===== src/rtl/rv32i_wb_pkg.sv =====
// Shared types and constants for the RV32I write-back stage.
package rv32i_wb_pkg;

   // Write-back data source selector; the reserved code behaves as ALU.
   typedef enum logic [1:0] {
      WB_SRC_ALU  = 2'b00,
      WB_SRC_LOAD = 2'b01,
      WB_SRC_PC4  = 2'b10,
      WB_SRC_RSVD = 2'b11
   } wb_src_e;

   // Load funct3 encodings (iw[14:12]).
   localparam logic [2:0] F3_LB  = 3'b000;
   localparam logic [2:0] F3_LH  = 3'b001;
   localparam logic [2:0] F3_LW  = 3'b010;
   localparam logic [2:0] F3_LBU = 3'b100;
   localparam logic [2:0] F3_LHU = 3'b101;

   // Write-back controller states.
   typedef enum logic {
      S_IDLE      = 1'b0,
      S_WAIT_LOAD = 1'b1
   } wb_state_e;

endpackage


===== src/rtl/rv32i_load_align.sv =====
// Combinational load data alignment, extension and fault detection.
module rv32i_load_align
   import rv32i_wb_pkg::*;
#(
   parameter int unsigned XLEN = 32
) (
   input  logic [31:0]     word,
   input  logic [1:0]      offset,
   input  logic [2:0]      funct3,
   output logic [XLEN-1:0] data,
   output logic            fault
);

   logic [7:0]  byte_sel;
   logic [15:0] half_sel;

   // Pick the addressed byte and halfword out of the aligned word.
   always_comb begin
      byte_sel = word[7:0];
      case (offset)
         2'd0:    byte_sel = word[7:0];
         2'd1:    byte_sel = word[15:8];
         2'd2:    byte_sel = word[23:16];
         default: byte_sel = word[31:24];
      endcase
      half_sel = offset[1] ? word[31:16] : word[15:0];
   end

   // Extend to XLEN per funct3; misaligned or unknown encodings fault.
   always_comb begin
      data  = '0;
      fault = 1'b0;
      case (funct3)
         F3_LB: begin
            data       = {XLEN{byte_sel[7]}};
            data[7:0]  = byte_sel;
         end
         F3_LBU: begin
            data[7:0]  = byte_sel;
         end
         F3_LH: begin
            fault      = offset[0];
            data       = {XLEN{half_sel[15]}};
            data[15:0] = half_sel;
         end
         F3_LHU: begin
            fault      = offset[0];
            data[15:0] = half_sel;
         end
         F3_LW: begin
            fault      = (offset != 2'd0);
            data       = {XLEN{word[31]}};
            data[31:0] = word;
         end
         default: begin
            fault      = 1'b1;
         end
      endcase
   end

endmodule


===== src/rtl/rv32i_wb_stage.sv =====
// RV32I write-back stage: result selection, load wait, retire counting.
module rv32i_wb_stage
   import rv32i_wb_pkg::*;
#(
   parameter int unsigned XLEN   = 32,
   parameter int unsigned REG_AW = 5,
   parameter int unsigned CNT_W  = 64
) (
   input  logic              clk,
   input  logic              reset,
   input  logic              valid_in,
   input  logic              wb_en_in,
   input  logic [REG_AW-1:0] wb_reg_in,
   input  logic [1:0]        wb_src_in,
   input  logic [XLEN-1:0]   pc_in,
   input  logic [XLEN-1:0]   iw_in,
   input  logic [XLEN-1:0]   alu_in,
   input  logic [31:0]       mem_rdata_in,
   input  logic              mem_rvalid_in,
   output logic              stall_out,
   output logic              wb_en_out,
   output logic [REG_AW-1:0] wb_reg_out,
   output logic [XLEN-1:0]   wb_data,
   output logic              fault_out,
   output logic [CNT_W-1:0]  retire_cnt
);

   wb_state_e         state_q, state_d;
   wb_src_e           src_in;
   logic              is_load_in;
   logic              in_wait;
   logic              complete;
   logic              start_wait;

   // Fields held across WAIT_LOAD.
   logic              cap_wb_en;
   logic [REG_AW-1:0] cap_reg;
   logic [1:0]        cap_offset;
   logic [2:0]        cap_funct3;

   // Result of the instruction completing this cycle.
   logic              res_wb_en;
   logic [REG_AW-1:0] res_reg;
   logic [XLEN-1:0]   res_data;
   logic              res_fault;

   logic [1:0]        la_offset;
   logic [2:0]        la_funct3;
   logic [XLEN-1:0]   la_data;
   logic              la_fault;

   logic              unused_iw;

   assign src_in     = wb_src_e'(wb_src_in);
   assign is_load_in = (src_in == WB_SRC_LOAD);
   assign in_wait    = (state_q == S_WAIT_LOAD);
   assign stall_out  = in_wait;
   assign unused_iw  = ^{iw_in[XLEN-1:15], iw_in[11:0]};

   // State register.
   always_ff @(posedge clk) begin
      if (reset) begin
         state_q <= S_IDLE;
      end else begin
         state_q <= state_d;
      end
   end

   // Next state plus accept/complete decode.
   always_comb begin
      state_d    = state_q;
      complete   = 1'b0;
      start_wait = 1'b0;
      case (state_q)
         S_IDLE: begin
            if (valid_in) begin
               if (is_load_in && !mem_rvalid_in) begin
                  start_wait = 1'b1;
                  state_d    = S_WAIT_LOAD;
               end else begin
                  complete   = 1'b1;
               end
            end
         end
         S_WAIT_LOAD: begin
            if (mem_rvalid_in) begin
               complete = 1'b1;
               state_d  = S_IDLE;
            end
         end
         default: state_d = S_IDLE;
      endcase
   end

   // While waiting, alignment and destination come from captured fields, not live inputs.
   always_comb begin
      la_offset = in_wait ? cap_offset : alu_in[1:0];
      la_funct3 = in_wait ? cap_funct3 : iw_in[14:12];
      res_wb_en = in_wait ? cap_wb_en  : wb_en_in;
      res_reg   = in_wait ? cap_reg    : wb_reg_in;
      res_data  = alu_in;
      if (in_wait) begin
         res_data = la_data;
      end else begin
         case (src_in)
            WB_SRC_LOAD: res_data = la_data;
            WB_SRC_PC4:  res_data = pc_in + XLEN'(4);
            default:     res_data = alu_in;
         endcase
      end
      res_fault = (in_wait || is_load_in) && la_fault;
   end

   rv32i_load_align #(
      .XLEN (XLEN)
   ) u_load_align (
      .word   (mem_rdata_in),
      .offset (la_offset),
      .funct3 (la_funct3),
      .data   (la_data),
      .fault  (la_fault)
   );

   // Registered outputs and retire counter; strobes default low for one-cycle pulses.
   always_ff @(posedge clk) begin
      if (reset) begin
         wb_en_out  <= 1'b0;
         fault_out  <= 1'b0;
         wb_reg_out <= '0;
         wb_data    <= '0;
         retire_cnt <= '0;
      end else begin
         wb_en_out <= 1'b0;
         fault_out <= 1'b0;
         if (complete) begin
            if (res_fault) begin
               fault_out <= 1'b1;
            end else begin
               retire_cnt <= retire_cnt + CNT_W'(1);
               if (res_wb_en && (res_reg != '0)) begin
                  wb_en_out  <= 1'b1;
                  wb_reg_out <= res_reg;
                  wb_data    <= res_data;
               end
            end
         end
      end
   end

   // Capture load fields when the memory word is not yet available.
   always_ff @(posedge clk) begin
      if (reset) begin
         cap_wb_en  <= 1'b0;
         cap_reg    <= '0;
         cap_offset <= '0;
         cap_funct3 <= '0;
      end else if (start_wait) begin
         cap_wb_en  <= wb_en_in;
         cap_reg    <= wb_reg_in;
         cap_offset <= alu_in[1:0];
         cap_funct3 <= iw_in[14:12];
      end
   end

endmodule

===== config.mk =====
export PLATFORM = sky130hd
export DESIGN_NAME = rv32i_wb_stage
export DESIGN_NICKNAME = d
export VERILOG_FILES = /design/src/rtl/rv32i_wb_pkg.sv /design/src/rtl/rv32i_load_align.sv /design/src/rtl/rv32i_wb_stage.sv
export SDC_FILE = /design/constraint.sdc
export NUM_CORES = 1
export LEC_CHECK = 0
export ABC_AREA = 1
export BUFFER_PORTS_ARGS = -buffer_cell sky130_fd_sc_hd__buf_2
export CAP_MARGIN = 20
export CELL_PAD_IN_SITES_DETAIL_PLACEMENT = 1
export CELL_PAD_IN_SITES_GLOBAL_PLACEMENT = 2
export CORE_ASPECT_RATIO = 0.7
export CORE_MARGIN = 3
export CORE_UTILIZATION = 24
export DETAILED_ROUTE_END_ITERATION = 6
export PLACE_DENSITY = 0.78
export SLEW_MARGIN = 40
export SYNTH_ARGS = -nofsm -noshare
export SYNTH_HDL_FRONTEND = slang
export SYNTH_SLANG_ARGS = --single-unit

===== constraint.sdc =====
create_clock -name clk -period 1.6 [get_ports clk]
set_input_delay 0.32 -clock clk [delete_from_list [all_inputs] [get_ports clk]]
set_output_delay 0.32 -clock clk [all_outputs]
set_load 0.02 [all_outputs]

# Word-level counts from Yosys, hierarchy flattened
# Cells that the tools add are included.
word_totals:
  regBits: 115
  inputBits: 140
  out_inout_bits: 104
  elab_cells: 61
op_classes:
  add_sub_neg: 2
  n_eq_ne: 8
  muxes: 23
  bitwise: 3
  reduce_logical: 15
op_table:
  columns: ["op", "n"]
  rows:
  - ["$pmux 8 s3", 3]
  - ["$add 64x1->64 const B", 1]
  - ["$pmux 32 s2", 1]
  - ["$pmux 16 s3", 1]
  - ["$add 32x3->32 const B", 1]
  - ["$mux 32", 1]
  - ["$mux 16", 1]
  - ["$mux 1", 10]
  - ["$eq 3x3->1 const B", 2]
  - ["$reduce_or 2->1", 3]
  - ["$mux 5", 1]
  - ["$reduce_bool 5->1", 1]
  - ["$eq 2x1->1 const B", 2]
  - ["$eq 2x2->1 const B", 2]
  - ["$pmux 1 s2", 2]
  - ["$eq 3x1->1 const B", 1]
  - ["$eq 3x2->1 const B", 1]
  - ["$logic_and 1x1->1", 3]
  - ["$logic_not 3->1", 1]
  - ["$mux 3", 1]
  - ["$not 1->1", 3]
  - ["$pmux 1 s3", 1]
  - ["$reduce_and 3->1", 1]
  - ["$reduce_or 3->1", 1]
  - ["6 further kinds", 6]

# Depth between registers and ports, before layout
depth:
  ltp_word: 7
  ltp_mapped: 16
  ltp_nobuf: 14

# Hierarchy
# From an unflattened synthesis, not the netlist that was laid out.
unflattened:
  hier_cells: 1549
  area_unflattened_um2: 8886.0
by_module_without_submodules:
  columns: ["module", "instances", "cells_per_inst", "area_each_um2", "seq_area_each_um2"]
  rows:
  - ["rv32i_wb_stage", 1, 1326, 7836.3, 2302.2]
  - ["rv32i_load_align", 1, 223, 1049.8, 0.0]

# Worst setup path after synthesis
# OpenSTA, ideal clock, no wires.
synth_timing:
  path_kind: "register -> register"
  startpoint: "reg retire_cnt[0]"
  endpoint: "reg retire_cnt[60]"
  setup_time_ns: 0.070
  t_arrival_ns: 1.820
  t_required_ns: 1.530
  path_slack_ns: -0.291
  path_stages_with_launch: 11
  path_buffers: 0
  synth_period_minus_slack_ns: 1.891
  path_cell_list: "dfxtp_1 ha_1 inv_1 nor3_2 nand3_1 inv_1 nand2_1 nor2_1 xor2_1 nand2_1 a21oi_1"
synth_between:
  elab_chain_cells: 1
synth_rtl:
  columns: ["item", "line_no", "text"]
  rows:
  - ["start, declared", "rv32i_wb_stage.sv:25", "output logic [CNT_W-1:0] retire_cnt"]
  - ["start signal, assigned", "rv32i_wb_stage.sv:139", "retire_cnt <= retire_cnt + CNT_W'(1);"]
  - ["$add 64x1->64", "rv32i_wb_stage.sv:139", null]
# Every way passes these cells.
# A chain may end at the register's enable or synchronous reset.

# Final worst setup path
layout_timing:
  startpoint: "reg state_q (netlist: stall_out)"
  endpoint: "reg wb_data[26]"
layout_between:
  elab_chain_cells: 7
  elab_cells_between_ends: 29
  classes_between: "6 x eq/ne; 11 x mux; 2 x bitwise; 10 x reduce/logical"
layout_rtl:
  columns: ["item", "line_no", "text"]
  rows:
  - ["start, declared", "rv32i_wb_stage.sv:28", "wb_state_e state_q, state_d;"]
  - ["start signal, assigned", "rv32i_wb_stage.sv:65", "state_q <= state_d;"]
  - ["branches (longest 7 deep; another with $pmux 32 s2)", null, null]
  - ["end signal, assigned", "rv32i_wb_stage.sv:143", "wb_data <= res_data;"]
  - ["end, declared", "rv32i_wb_stage.sv:23", "output logic [XLEN-1:0] wb_data,"]
# Several ways; the timed one is not identified.

==> PnR_summary.wiki <==
{| class="wikitable"
! Metric !! Value
|-
| Maximum number of pins on one net before global-route repair || 69
|-
| IR drop worst, VDD || 0.0007688 V
|-
| Post-synthesis sequential area ratio || 0.2692
|-
| TritonCTS clock tree || yes
|-
| Average footprint of a synthesized cell || 5.988 µm²
|-
| Vias in the first global route || 12250
|-
| Router iterations before antenna repair || 5
|-
| Antenna Nets Post-Route || 0
|-
| Violations in the final reports || negative setup slack
|-
| Run status || finished, violations left
|-
| Half-perimeter wire length of the detailed placement result || 38.12 mm
|-
| Total wire length after detailed routing || 47.89 mm
|-
| Final Hold Viols || 0
|-
| Fraction of layout cells with a size suffix above 1 || 0.4481
|-
| Worst path arrival time || 2.23 ns
|-
| Critical Path Max Stage Delay || 0.40 ns
|-
| Die Area || 37960 µm²
|-
| Register ranked first by flip-flop count || retire_cnt
|-
| Total number of vias || 12000
|-
| Clock network latency to the later pin of the worst-skew pair || 0.45 ns
|-
| Cells traversed along the worst timing path || buf_8, nand2_4, nand2_4, inv_4, nand3_2, nand2_2, nand3_2, nand2_4, nand3_4, buf_6, buf_6, a21oi_4, a21oi_1
|-
| Crit path setup slack, layout || -0.3089 ns
|-
| Max-cap check violation count || 0
|-
| Startpoint-to-endpoint class of the critical path || register to register
|-
| Maximum buffer depth of the clock tree || 2
|-
| Buffer type at the clock tree root || sky130_fd_sc_hd__clkbuf_16
|-
| Per-cell routed wire length || 19.34 µm
|-
| Quantity of I/O buffers inserted on ports || 214
|-
| Biggest registers after layout || retire_cnt x64, wb_data x32
|-
| Final estimated routing congestion in global placement || 0.9280
|-
| Gr ovfl total || 0
|-
| CP most frequent cell || sky130_fd_sc_hd__nand2_4
|-
| Post-route clock period utilization || 1.193
|-
| H-tree levels || 4
|-
| Residual DRC count || 0
|-
| Final cell utilization of the core || 0.4222
|-
| Final #Nets || 2135
|-
| Initial antenna violation count || 3
|-
| Standard cell with the maximum stage delay on the critical path || sky130_fd_sc_hd__dfxtp_4
|-
| Synthesis-to-layout area growth || 72.18%
|-
| #FFs+latches synth || 115
|-
| Fill count || 4482
|-
| Post-synthesis cell count || 1428
|-
| Clock transition at the registers of the reported paths || 0.06 ns
|-
| Post-cts hold buffer count || 0
|-
| First DRT Iteration DRCs || 797
|-
| Fmax || 0.5239 GHz
|-
| Diodes inserted || 0
|-
| Post-Layout Cell Count || 2476
|-
| Minimum period implied by the final worst setup slack || 1.909 ns
|-
| CORE AREA || 34870 µm²
|-
| Cell Pwr Density || 629.4 nW/µm²
|-
| Fin Setup TNS || -22.19 ns
|-
| Number of clock sinks seen by CTS || 115
|-
| Distinct cell type count of the synthesized netlist || 51
|-
| Setup repair after global routing missed its margin || yes
|-
| Setup Viol. Count Final || 102
|-
| Horizontal extent of the die || 231.6 µm
|-
| Crit end category || register
|-
| Endpoint required time on the critical path || 1.92 ns
|-
| Wire length of the first global-routing pass || 71.78 mm
|-
| LEAKAGE || 6.914 nW
|-
| Category of the worst setup path launch point || register
|-
| Flip-flop count of the largest register, all copies and words added || 64
|-
| Die height || 163.9 µm
|-
| Register area || 2389 µm²
|-
| Measured slew at the worst slew-check pin || 0.4068 ns
|-
| Syn Std Cell Area || 8551 µm²
|-
| Instance count after placement with tap cells included || 2416
|-
| Top_reg_cell synth || sky130_fd_sc_hd__dfxtp_1
|-
| Initial core utilization || 0.2452
|-
| Count of boundary I/O pins || 244
|-
| Fin. max-slew vios || 0
|-
| Min-delay worst type || input port to register
|-
| Area of the multi-input gates || 6270 µm²
|-
| Std-Cell Rows || 57
|-
| Clock skew after layout || 0.01756 ns
|-
| Overall Global Routing Usage || 0.2479
|-
| TritonCTS Buffers || 17
|-
| Area of all placed cells without fillers || 14720 µm²
|-
| Number of enable-type register cells in the synthesized netlist || 0
|-
| Worst relative slew slack || 0.7211
|-
| Async set or reset register ratio after synthesis || 0
|-
| Critical path peak fanout || 7
|-
| Synthesis Warnings || 0
|-
| Area after detailed placement || 12880 µm²
|-
| Mapped Nets || 1572
|-
| Number of vias per cell || 4.846
|}
[area by class of cell]
class | count | share of cell area
clock buffers | 18 | 0.02983
inverters | 129 | 0.03493
repair buffers | 602 | 0.2949
multi-input cells | 1126 | 0.4259
well taps | 472 | 0.04011
flip-flops and latches | 115 | 0.1622
clock inverters | 14 | 0.01215
[cell usage after synthesis (2+ instances only)]
cell | instances | area (µm²)
sky130_fd_sc_hd__nand4_1 | 30 | 187.7
sky130_fd_sc_hd__inv_1 | 122 | 457.9
sky130_fd_sc_hd__xor2_1 | 24 | 210.2
sky130_fd_sc_hd__a21oi_1 | 131 | 655.6
sky130_fd_sc_hd__a211oi_1 | 4 | 30.03
sky130_fd_sc_hd__nor2_2 | 4 | 25.02
sky130_fd_sc_hd__nand3_2 | 2 | 20.02
sky130_fd_sc_hd__o211a_1 | 7 | 70.07
sky130_fd_sc_hd__buf_2 | 15 | 75.07
sky130_fd_sc_hd__a31oi_1 | 2 | 12.51
sky130_fd_sc_hd__o211ai_2 | 3 | 37.54
sky130_fd_sc_hd__nand2_2 | 7 | 43.79
sky130_fd_sc_hd__inv_2 | 5 | 18.77
sky130_fd_sc_hd__dfxtp_1 | 115 | 2302
sky130_fd_sc_hd__clkbuf_1 | 20 | 75.07
sky130_fd_sc_hd__nor3_1 | 35 | 175.2
sky130_fd_sc_hd__buf_6 | 14 | 157.7
sky130_fd_sc_hd__o21ai_0 | 61 | 305.3
sky130_fd_sc_hd__nor3_2 | 3 | 30.03
sky130_fd_sc_hd__nand2_4 | 6 | 67.56
sky130_fd_sc_hd__o211ai_1 | 15 | 112.6
sky130_fd_sc_hd__o21ai_1 | 9 | 45.04
sky130_fd_sc_hd__or2_2 | 6 | 37.54
sky130_fd_sc_hd__nand3_1 | 92 | 460.4
sky130_fd_sc_hd__o221ai_1 | 3 | 26.28
sky130_fd_sc_hd__ha_1 | 4 | 50.05
sky130_fd_sc_hd__buf_1 | 4 | 15.01
sky130_fd_sc_hd__and2_1 | 2 | 12.51
sky130_fd_sc_hd__nand3b_1 | 5 | 37.54
sky130_fd_sc_hd__nor2_1 | 167 | 626.9
sky130_fd_sc_hd__xnor2_1 | 24 | 210.2
sky130_fd_sc_hd__nand2_1 | 462 | 1734
sky130_fd_sc_hd__buf_4 | 5 | 37.54
sky130_fd_sc_hd__a32o_1 | 3 | 30.03
[cells by family after synthesis]
family | after synthesis | synth area share
xor+xnor | 48 | 0.04917
buf+inv | 187 | 0.09906
simple gates | 826 | 0.4119
compound gates | 247 | 0.1636
fa+ha+maj | 4 | 0.005853
mux | 1 | 0.001171
flops | 115 | 0.2692
[worst max-delay path, delay by kind of cell (launching register included)]
family                 cells  cell delay, ns
flip-flops                 1            0.40
buffers and inverters      4            0.54
AND/OR/NAND/NOR            7            0.62
AO/OA/AOI/OAI              2            0.25
[placed cells by master, fill, tap and decap left out, drive strengths merged, types with 2 or more instances in the layout]
cell type  netlist  final
xor2            24     24
bufinv           0      3
buf             38    600
xnor2           24     24
a21oi          132    132
dfxtp          115    115
clkinvlp         0      4
nand4           30     30
nand2          475    475
nor2           172    172
a32o             3      3
o211ai          18     18
nor3            38     38
a31oi            2      2
and2             2      2
o21ai           70     70
nand3b           5      5
nand3           95     95
clkbuf          20     19
o211a            7      7
a211oi           5      5
clkinv           1      6
or2              6      6
inv            128    130
ha               4      4
nor3b            2      2
o221ai           3      3
[metrics by stage]
stage / total power [W] / worst slack [ns] / hold slack, ns
2_1_floorplan: 0.004015 / -0.1263 / 0.4235
3_3_place_gp: 0.004896 / -0.4061 / 0.4304
3_5_place_dp: 0.004927 / -0.3939 / 0.4404
4_1_cts: 0.009229 / -0.2628 / 0.1698
5_1_grt: 0.009652 / -0.4152 / 0.1795
6_report: 0.009266 / -0.3089 / 0.1918
[where the power goes]
| part | switching (W) | internal (W) |
|---|---|---|
| combinational | 0.00126 | 0.000877 |
| clock | 0.00163 | 0.00251 |
| sequential | 0.0000663 | 0.00293 |
| total | 0.00295 | 0.00632 |
[timing repair]
| action | 4_1_cts | 5_1_grt |
|---|---|---|
| buffers inserted | 18 | 8 |
| endpoints found under the setup margin | 113 | 114 |
| gates cloned | 1 | 1 |
| pin swaps | 46 | 36 |
| gates resized for setup | 186 | 93 |
[path summary, 6_finish.rpt]
check,from,slack (ns),endpoint,cells past startpoint
hold reg to reg,cap_wb_en,0.45,cap_wb_en,2
setup reg to reg,stall_out,-0.31,wb_data[26],13
hold / removal,wb_reg_in[4],0.19,cap_reg[4],3
setup / recovery,stall_out,-0.31,wb_data[26],13
[per-layer routing]
layer  up-vias  track usage  wire length [µm]
met2       335       0.3713             20110
met3        44      0.05045              3093
met1      5817       0.3680             23970
met4         4      0.04446               677
met5         -            0                29
li1       5799            -                 -
No activity file was read; power rests on OpenSTA's default activity.
